--- config.mk ---
export PLATFORM = sky130hd
export DESIGN_NAME = control_sequencer_flat
export DESIGN_NICKNAME = d
export VERILOG_FILES = /design/src/rtl/control_sequencer_if.sv /design/src/rtl/control_sequencer.sv /design/src/flat_wrapper.sv
export SDC_FILE = /design/constraint.sdc
export NUM_CORES = 1
export LEC_CHECK = 0
export CELL_PAD_IN_SITES_DETAIL_PLACEMENT = 0
export CELL_PAD_IN_SITES_GLOBAL_PLACEMENT = 1
export CORE_AREA = 2 2 82 84
export CTS_BUF_LIST = sky130_fd_sc_hd__clkbuf_4 sky130_fd_sc_hd__clkbuf_8 sky130_fd_sc_hd__clkbuf_16
export DETAILED_ROUTE_END_ITERATION = 6
export DIE_AREA = 0 0 84 86
export HOLD_SLACK_MARGIN = 0.08
export PLACE_DENSITY_LB_ADDON = 0.1
export SETUP_SLACK_MARGIN = 0.05
export SYNTH_ARGS = -nofsm -noshare
export SYNTH_HDL_FRONTEND = slang
export SYNTH_SLANG_ARGS = --single-unit
--- constraint.sdc ---
create_clock -name clk -period 6.2 [get_ports clk]
set_clock_uncertainty 0.1 [all_clocks]
set_input_delay 0.62 -clock clk [delete_from_list [all_inputs] [get_ports clk]]
set_output_delay 0.62 -clock clk [all_outputs]
set_load 0.03 [all_outputs]
--- src/rtl/control_sequencer_if.sv ---
// control_sequencer_if
//  Bundles the sequencer's inputs (run, Inst, flags) and every strobe it
//  drives towards the register, ALU, memory and program-control units.
//  master : the sequencer (consumes run/Inst/flags, drives the strobes)
//  slave  : the datapath side (drives run/Inst/flags, consumes the strobes)
interface control_sequencer_if;
  logic       run;
  logic [7:0] Inst;
  logic [2:0] flags;
  logic [7:0] LdReg;
  logic [7:0] SelReg;
  logic       LdXY;
  logic [4:0] PcLd;
  logic [4:0] AddrSel;
  logic       MemRead;
  logic       MemWrite;
  logic [2:0] AluFunctionCode;
  logic       LdFlags;
  logic [7:0] Imm;
  logic       ImmEn;
  logic       Halted;
  logic [3:0] state;

  modport master (
    input  run, Inst, flags,
    output LdReg, SelReg, LdXY, PcLd, AddrSel, MemRead, MemWrite,
           AluFunctionCode, LdFlags, Imm, ImmEn, Halted, state
  );

  modport slave (
    output run, Inst, flags,
    input  LdReg, SelReg, LdXY, PcLd, AddrSel, MemRead, MemWrite,
           AluFunctionCode, LdFlags, Imm, ImmEn, Halted, state
  );
endinterface

--- src/rtl/control_sequencer.sv ---
// control_sequencer
//  Instruction sequencer FSM for the relay computer: fetches an opcode via the
//  program-control path, decodes it and drives the register/ALU/memory strobes.
//  Ports:
//    clk    - system clock, all state changes on the rising edge
//    rst_n  - synchronous active-low reset
//    bus    - control_sequencer_if.master: run/Inst/flags in, strobes and
//             debug state code out
//  Parameter MEM_WAIT (0..3) adds hold cycles to every memory-access state.
module control_sequencer #(
  parameter int MEM_WAIT = 0
) (
  input  logic                clk,
  input  logic                rst_n,
  control_sequencer_if.master bus
);

  typedef enum logic [3:0] {
    IDLE = 4'd0, FETCH = 4'd1, INCPC = 4'd2, DECODE = 4'd3, EXEC1 = 4'd4,
    EXEC2 = 4'd5, J1RD = 4'd6, J1INC = 4'd7, J2RD = 4'd8, J2INC = 4'd9,
    JUMP = 4'd10, HALT = 4'd11
  } state_t;

  typedef enum logic [2:0] {
    OP_MOV, OP_SETAB, OP_ALU, OP_MEM, OP_INCXY, OP_HALT, OP_GOTO, OP_NOP
  } op_t;

  typedef struct packed {
    logic [7:0] ld_reg;
    logic [7:0] sel_reg;
    logic       ld_xy;
    logic [4:0] pc_ld;
    logic [4:0] addr_sel;
    logic       mem_read;
    logic       mem_write;
    logic [2:0] alu_fn;
    logic       ld_flags;
    logic [7:0] imm;
    logic       imm_en;
    logic       halted;
  } outs_t;

  // PcLd = {LdJ1,LdJ2,LdInst,LdPC,LdINC}, AddrSel = {SelM,SelXY,SelJ,SelPC,SelINC}
  localparam logic [4:0] PC_LDJ1   = 5'b10000;
  localparam logic [4:0] PC_LDJ2   = 5'b01000;
  localparam logic [4:0] PC_LDINST = 5'b00100;
  localparam logic [4:0] PC_LDPC   = 5'b00010;
  localparam logic [4:0] PC_LDINC  = 5'b00001;
  localparam logic [4:0] AS_M      = 5'b10000;
  localparam logic [4:0] AS_XY     = 5'b01000;
  localparam logic [4:0] AS_J      = 5'b00100;
  localparam logic [4:0] AS_PC     = 5'b00010;
  localparam logic [4:0] AS_INC    = 5'b00001;
  localparam logic [1:0] WAIT_LAST = 2'(MEM_WAIT);

  state_t     cur, nxt, after;
  logic [7:0] ir, nxt_ir;
  logic [1:0] wcnt, nxt_wcnt;
  logic       last_hold, jump_taken;
  op_t        cur_op;
  outs_t      out_q, nxt_out;

  function automatic op_t classify(input logic [7:0] op);
    op_t c;
    if (op[7:6] == 2'b00)                     c = OP_MOV;
    else if (op[7:6] == 2'b01)                c = OP_SETAB;
    else if (op[7:4] == 4'b1000)              c = OP_ALU;
    else if (op[7:4] == 4'b1001 && !op[2])    c = OP_MEM;
    else if (op == 8'hB0)                     c = OP_INCXY;
    else if (op == 8'hAE)                     c = OP_HALT;
    else if (op[7:6] == 2'b11 && op[4:3] == 2'b00) c = OP_GOTO;
    else                                      c = OP_NOP;
    return c;
  endfunction

  // Strobe pattern for a given state; 'last' marks the final cycle of a hold
  // state, which is the only cycle on which its Ld* strobes may fire.
  function automatic outs_t decode_outs(input state_t s, input logic [7:0] i,
                                        input logic last, input logic tk);
    outs_t o;
    o = '0;
    case (s)
      FETCH, J1RD, J2RD: begin
        o.addr_sel = AS_PC;
        o.mem_read = 1'b1;
        if (last)
          o.pc_ld = PC_LDINC | ((s == FETCH) ? PC_LDINST : (s == J1RD) ? PC_LDJ1 : PC_LDJ2);
      end
      INCPC, J1INC, J2INC: begin
        o.addr_sel = AS_INC;
        o.pc_ld    = PC_LDPC;
      end
      EXEC1: begin
        case (classify(i))
          OP_MOV: begin
            o.ld_reg[i[5:3]] = 1'b1;
            // Moving a register onto itself drives nothing, so it loads 0.
            if (i[2:0] != i[5:3]) o.sel_reg[i[2:0]] = 1'b1;
          end
          OP_SETAB: begin
            o.imm    = {{3{i[4]}}, i[4:0]};
            o.imm_en = 1'b1;
            o.ld_reg[{2'b00, i[5]}] = 1'b1;
          end
          OP_ALU: begin
            o.alu_fn   = i[2:0];
            o.ld_flags = 1'b1;
            o.ld_reg   = i[3] ? 8'h08 : 8'h01;
          end
          OP_MEM: begin
            o.addr_sel = AS_M;
            if (i[3]) begin
              o.sel_reg[{1'b0, i[1:0]}] = 1'b1;
              o.mem_write = 1'b1;
            end else begin
              o.mem_read = 1'b1;
              if (last) o.ld_reg[{1'b0, i[1:0]}] = 1'b1;
            end
          end
          OP_INCXY: begin
            o.addr_sel = AS_XY;
            o.pc_ld    = PC_LDINC;
          end
          default: o = '0;
        endcase
      end
      EXEC2: begin
        o.addr_sel = AS_INC;
        o.ld_xy    = 1'b1;
      end
      JUMP: begin
        if (tk) begin
          o.addr_sel = AS_J;
          o.pc_ld    = PC_LDPC;
        end
      end
      HALT:    o.halted = 1'b1;
      default: o = '0;
    endcase
    return o;
  endfunction

  assign cur_op    = classify(ir);
  assign last_hold = (wcnt == WAIT_LAST);
  assign after     = bus.run ? FETCH : IDLE;
  // Outputs are registered one state ahead, so the JUMP decision is taken
  // from the flags present on the edge that enters JUMP.
  assign jump_taken = ~ir[5] | (|(ir[2:0] & bus.flags));

  // Next-state, opcode capture and hold-counter logic.
  always_comb begin
    nxt      = cur;
    nxt_ir   = ir;
    nxt_wcnt = 2'd0;
    case (cur)
      IDLE:   if (bus.run) nxt = FETCH;
      FETCH:  if (last_hold) nxt = INCPC; else nxt_wcnt = wcnt + 2'd1;
      INCPC:  nxt = DECODE;
      DECODE: begin
        nxt_ir = bus.Inst;
        case (classify(bus.Inst))
          OP_HALT: nxt = HALT;
          OP_GOTO: nxt = J1RD;
          OP_NOP:  nxt = after;
          default: nxt = EXEC1;
        endcase
      end
      EXEC1: begin
        if (cur_op == OP_INCXY)                   nxt = EXEC2;
        else if (cur_op == OP_MEM && !last_hold)  nxt_wcnt = wcnt + 2'd1;
        else                                      nxt = after;
      end
      EXEC2:  nxt = after;
      J1RD:   if (last_hold) nxt = J1INC; else nxt_wcnt = wcnt + 2'd1;
      J1INC:  nxt = J2RD;
      J2RD:   if (last_hold) nxt = J2INC; else nxt_wcnt = wcnt + 2'd1;
      J2INC:  nxt = JUMP;
      JUMP:   nxt = after;
      HALT:   nxt = HALT;
      default: nxt = IDLE;
    endcase
    nxt_out = decode_outs(nxt, nxt_ir, (nxt_wcnt == WAIT_LAST), jump_taken);
  end

  // State, captured opcode, hold counter and registered strobes.
  always_ff @(posedge clk) begin
    if (!rst_n) begin
      cur   <= IDLE;
      ir    <= 8'h00;
      wcnt  <= 2'd0;
      out_q <= '0;
    end else begin
      cur   <= nxt;
      ir    <= nxt_ir;
      wcnt  <= nxt_wcnt;
      out_q <= nxt_out;
    end
  end

  assign bus.LdReg           = out_q.ld_reg;
  assign bus.SelReg          = out_q.sel_reg;
  assign bus.LdXY            = out_q.ld_xy;
  assign bus.PcLd            = out_q.pc_ld;
  assign bus.AddrSel         = out_q.addr_sel;
  assign bus.MemRead         = out_q.mem_read;
  assign bus.MemWrite        = out_q.mem_write;
  assign bus.AluFunctionCode = out_q.alu_fn;
  assign bus.LdFlags         = out_q.ld_flags;
  assign bus.Imm             = out_q.imm;
  assign bus.ImmEn           = out_q.imm_en;
  assign bus.Halted          = out_q.halted;
  assign bus.state           = cur;

  a_addrsel_onehot0: assert property (@(posedge clk) disable iff (!rst_n) $onehot0(bus.AddrSel));
  a_selreg_onehot0:  assert property (@(posedge clk) disable iff (!rst_n) $onehot0(bus.SelReg));
  a_mem_exclusive:   assert property (@(posedge clk) disable iff (!rst_n) !(bus.MemRead && bus.MemWrite));

endmodule

--- src/flat_wrapper.sv ---
// flat-port wrapper written by rule: the top's interface ports become plain ports
module control_sequencer_flat 
#(
  parameter int MEM_WAIT = 0
)
  (clk, rst_n, bus_run, bus_Inst, bus_flags, bus_LdReg, bus_SelReg, bus_LdXY, bus_PcLd, bus_AddrSel, bus_MemRead, bus_MemWrite, bus_AluFunctionCode, bus_LdFlags, bus_Imm, bus_ImmEn, bus_Halted, bus_state);
  control_sequencer_if bus_i ();
  input  logic clk;
  input  logic rst_n;
  input wire logic [$bits(bus_i.run)-1:0] bus_run;
  input wire logic [$bits(bus_i.Inst)-1:0] bus_Inst;
  input wire logic [$bits(bus_i.flags)-1:0] bus_flags;
  output wire logic [$bits(bus_i.LdReg)-1:0] bus_LdReg;
  output wire logic [$bits(bus_i.SelReg)-1:0] bus_SelReg;
  output wire logic [$bits(bus_i.LdXY)-1:0] bus_LdXY;
  output wire logic [$bits(bus_i.PcLd)-1:0] bus_PcLd;
  output wire logic [$bits(bus_i.AddrSel)-1:0] bus_AddrSel;
  output wire logic [$bits(bus_i.MemRead)-1:0] bus_MemRead;
  output wire logic [$bits(bus_i.MemWrite)-1:0] bus_MemWrite;
  output wire logic [$bits(bus_i.AluFunctionCode)-1:0] bus_AluFunctionCode;
  output wire logic [$bits(bus_i.LdFlags)-1:0] bus_LdFlags;
  output wire logic [$bits(bus_i.Imm)-1:0] bus_Imm;
  output wire logic [$bits(bus_i.ImmEn)-1:0] bus_ImmEn;
  output wire logic [$bits(bus_i.Halted)-1:0] bus_Halted;
  output wire logic [$bits(bus_i.state)-1:0] bus_state;
  assign bus_i.run = bus_run;
  assign bus_i.Inst = bus_Inst;
  assign bus_i.flags = bus_flags;
  assign bus_LdReg = bus_i.LdReg;
  assign bus_SelReg = bus_i.SelReg;
  assign bus_LdXY = bus_i.LdXY;
  assign bus_PcLd = bus_i.PcLd;
  assign bus_AddrSel = bus_i.AddrSel;
  assign bus_MemRead = bus_i.MemRead;
  assign bus_MemWrite = bus_i.MemWrite;
  assign bus_AluFunctionCode = bus_i.AluFunctionCode;
  assign bus_LdFlags = bus_i.LdFlags;
  assign bus_Imm = bus_i.Imm;
  assign bus_ImmEn = bus_i.ImmEn;
  assign bus_Halted = bus_i.Halted;
  assign bus_state = bus_i.state;
  control_sequencer #(.MEM_WAIT(MEM_WAIT)) u_core (.clk(clk), .rst_n(rst_n), .bus(bus_i));
endmodule
==> run summary <==
Outcome -> finished, final reports clean
Largest net degree at the start of global routing -> 29
CTS tree -> done
CP endpoint kind -> flop
Commonest non-fill, non-tap cell in the layout -> clkdlybuf4s50_1
WP data required -> 6.29 ns
Final Util -> 50.37%
Netlist cell types -> 51
Final count of negative-setup-slack endpoints -> 0
Final Cycle Share -> 56.92%
Post-DR wirelength/cell -> 15.55 um
Antenna violations before repair -> 0
R2r worst-path depth -> 5
CP Depth -> 7
Syn_nets -> 280
Simple-gate portion of the synthesized area -> 29.29%
Post-synthesis mux area share -> 4.717%
Number of H-tree levels -> 2
Worst path max stage delay -> 0.58 ns
Main combinational cell family by area after synthesis -> simple AND/OR/NAND/NOR gates
Max frequency -> 283.3 MHz
Vias -> 2,096
RePlAce Congestion -> 0.7650
Worst reg2reg endpoint -> u_core.bus.LdReg[6]
Most frequent cells in the layout -> clkdlybuf4s50_1, dfxtp_1, nor2_1, nor3_1, nand2_1
Compound-Gate Fraction of Synth Area -> 13.01%
Critical path arrival -> 3.62 ns
Hpwl dp -> 4.465 mm
Post-synth EDFFs -> 0
Post-CTS Setup Inserts -> 0
HP Start -> u_core.bus.state[3]
R2r setup slk -> 2.83 ns
Pleak -> 1.097 nW
WHS Path Cells -> 2
Worst-Margin Slew -> 0.9712 ns
Number of global-route vias before repair -> 1,972
Vias/cell -> 5.306
Post-synthesis register bit count -> 54
Critical Path Fanout Max -> 28
Post-synthesis xor/xnor area fraction -> 1.452%
Residual DRC -> 0
Commonest register cell after synthesis -> dfxtp_1
# rows -> 29
First-pass GRT wire length -> 10.11 mm
# clock sinks -> 54
Max-cap viol count -> 0
Share of layout cells above drive strength 1 -> 5.975%
Die Y -> 86 um
DRT Wirelength -> 6.142 mm
Starting Density -> 38.45%
I/O Pins -> 61
DR pass1 iterations -> 4
Sequential cell area fraction in the yosys report -> 44.79%
Resized cells post-CTS -> 0
Total core area -> 6277 um^2
Post-Synth Adder-Cell Area -> 1.037%
Yosys warns -> 0
Mapped Cells -> 264
Critical path cell sequence -> clkdlybuf4s50_1, or4b_1, o2111a_1, o21a_1, a2111oi_4, nand2b_1, nor4b_1
Clk Latency, worst-skew pair -> 0.30 ns
Post-Route Setup TNS -> 0 ns
Hold_buf cts -> 0
PortBufs -> 60
Top delay family on crit path -> simple AND/OR/NAND/NOR gates
Reg-to-Reg Start -> u_core.bus.state[1]
# nets final -> 333
Hold WC Path Type -> flop to flop
Netlist Area Pre-Place -> 2414 um^2
Routed Antenna Nets -> 0
Clk buf depth -> 2
Tmin final -> 3.529 ns
Worst hold margin -> 0.6092 ns
Setup CP Type -> input pin to flop
PwrDens -> 233.1 nW/um^2
All-Layer GR Usage -> 17.65%
Number of diodes -> 0
Fin. Hold Viols -> 0
Die Footprint -> 7224 um^2
Hold Crit Endpoint -> u_core.bus.AddrSel[2]
Slew headroom -> 35.25%
Die Wd -> 84 um
Max-slew violations -> 0
Peak supply drop -> 180.6 uV
CP startpoint kind -> input pin
CP Buf/Inv Count -> 1
Syn_area_per_cell -> 9.142 um^2
RSZ-0062 raised after global routing -> no
TritonCTS buffer count -> 5
Clk slew on worst S/H paths -> 0.10 ns
Area grow syn2layout -> 31.00%
Starting DRT DRC Count -> 81
Root buf cell -> clkbuf_8
Async set or reset register ratio after synthesis -> 0%
Grt ovf -> 0
Slowest CP cell -> nand2b_1
## kinds of logic after synthesis
| logic type | Yosys count |
|---|---|
| flops | 54 |
| fa+ha+maj | 2 |
| xor+xnor | 4 |
| compound gates | 40 |
| simple gates | 124 |
| buf+inv | 29 |
| mux | 11 |
## metal layers
| metal | track usage (%) | wire [um] |
|---|---|---|
| met5 | 0 | 0 |
| met4 | 5.572 | 81 |
| met3 | 3.369 | 228 |
| met2 | 29.31 | 2869 |
| met1 | 23.34 | 2963 |
## worst max-delay path by stage
stage / from / endpoint / slack (ns)
final: bus_Inst[4] / u_core.bus.LdReg[6] / 2.67
after global routing: bus_Inst[4] / u_core.bus.LdReg[6] / 2.33
after CTS: bus_Inst[4] / u_core.bus.LdReg[6] / 2.67
after detailed placement: bus_Inst[4] / u_core.bus.LdReg[6] / 2.36
after global placement: bus_Inst[4] / u_core.bus.LdReg[7] / 2.47
after floorplan: bus_Inst[2] / u_core.bus.AluFunctionCode[2] / 3.47
## synthesized netlist by cell type (all sizes together) (2+ instances only)
cell type	count	share of area (%)
nand3	2	0.41
nand4bb	4	1.9
nor3b	2	0.62
inv	12	1.9
o21a	2	0.62
mux2	3	1.4
ha	2	1.0
or2	3	0.78
nor2	24	3.7
a21oi	6	1.2
o21ai	4	0.83
nand2b	9	2.3
nor4b	6	2.2
nand2	19	3.0
nor3	21	4.4
xnor2	4	1.5
mux2i	8	3.3
a211oi	3	0.93
o32ai	3	1.1
a2111o	2	0.93
or4b	3	1.4
nor2b	3	0.78
and3	3	0.78
and2	4	1.0
o22ai	2	0.52
o21bai	2	0.62
nor4	14	3.6
dfxtp	54	45
clkbuf	10	1.6
nand4b	3	1.1
buf	7	2.3
o211ai	7	2.2
## metrics by stage
step	setup slack (ns)	cell area, um^2	power, mW	std cells
after floorplan	3.466	2414	0.4529	264
final	2.671	3162	0.7370	395
after CTS	2.666	3162	0.7452	395
after global routing	2.335	3162	0.7742	395
after global placement	2.470	3040	0.4990	387
after detailed placement	2.364	3040	0.4993	387
## power by group
part	switching [mW]	internal (mW)	total [mW]
Clock	0.114	0.133	0.247
Sequential	0.00919	0.356	0.366
Combinational	0.0745	0.0503	0.125
## registers in the layout (all words and copies together), names as in the netlist, 2 cells and up
register and flops:
u_core.bus.state 4, u_core.wcnt 2, u_core.bus.Imm 5, u_core.bus.PcLd 5, u_core.bus.AddrSel 5, u_core.bus.LdReg 8
u_core.bus.AluFunctionCode 3, u_core.ir 8, u_core.bus.SelReg 8
## final cells by class
class                           instances  area (um^2)
Timing Repair Buffer                   63        623.1
Fill cell                             614         3115
Multi-Input combinational cell        181         1195
Clock inverter                          2        38.79
Inverter                               12        45.04
Sequential cell                        54         1081
Clock buffer                            6        82.58
Tap cell                               77        96.34
## tightest hold or removal path, cell delays in order, from the launching register on
cell and delay [ns]:
dfxtp_1 0.45, nand2b_1 0.15, nor3_1 0.07
(Power assumes the default switching activity.)
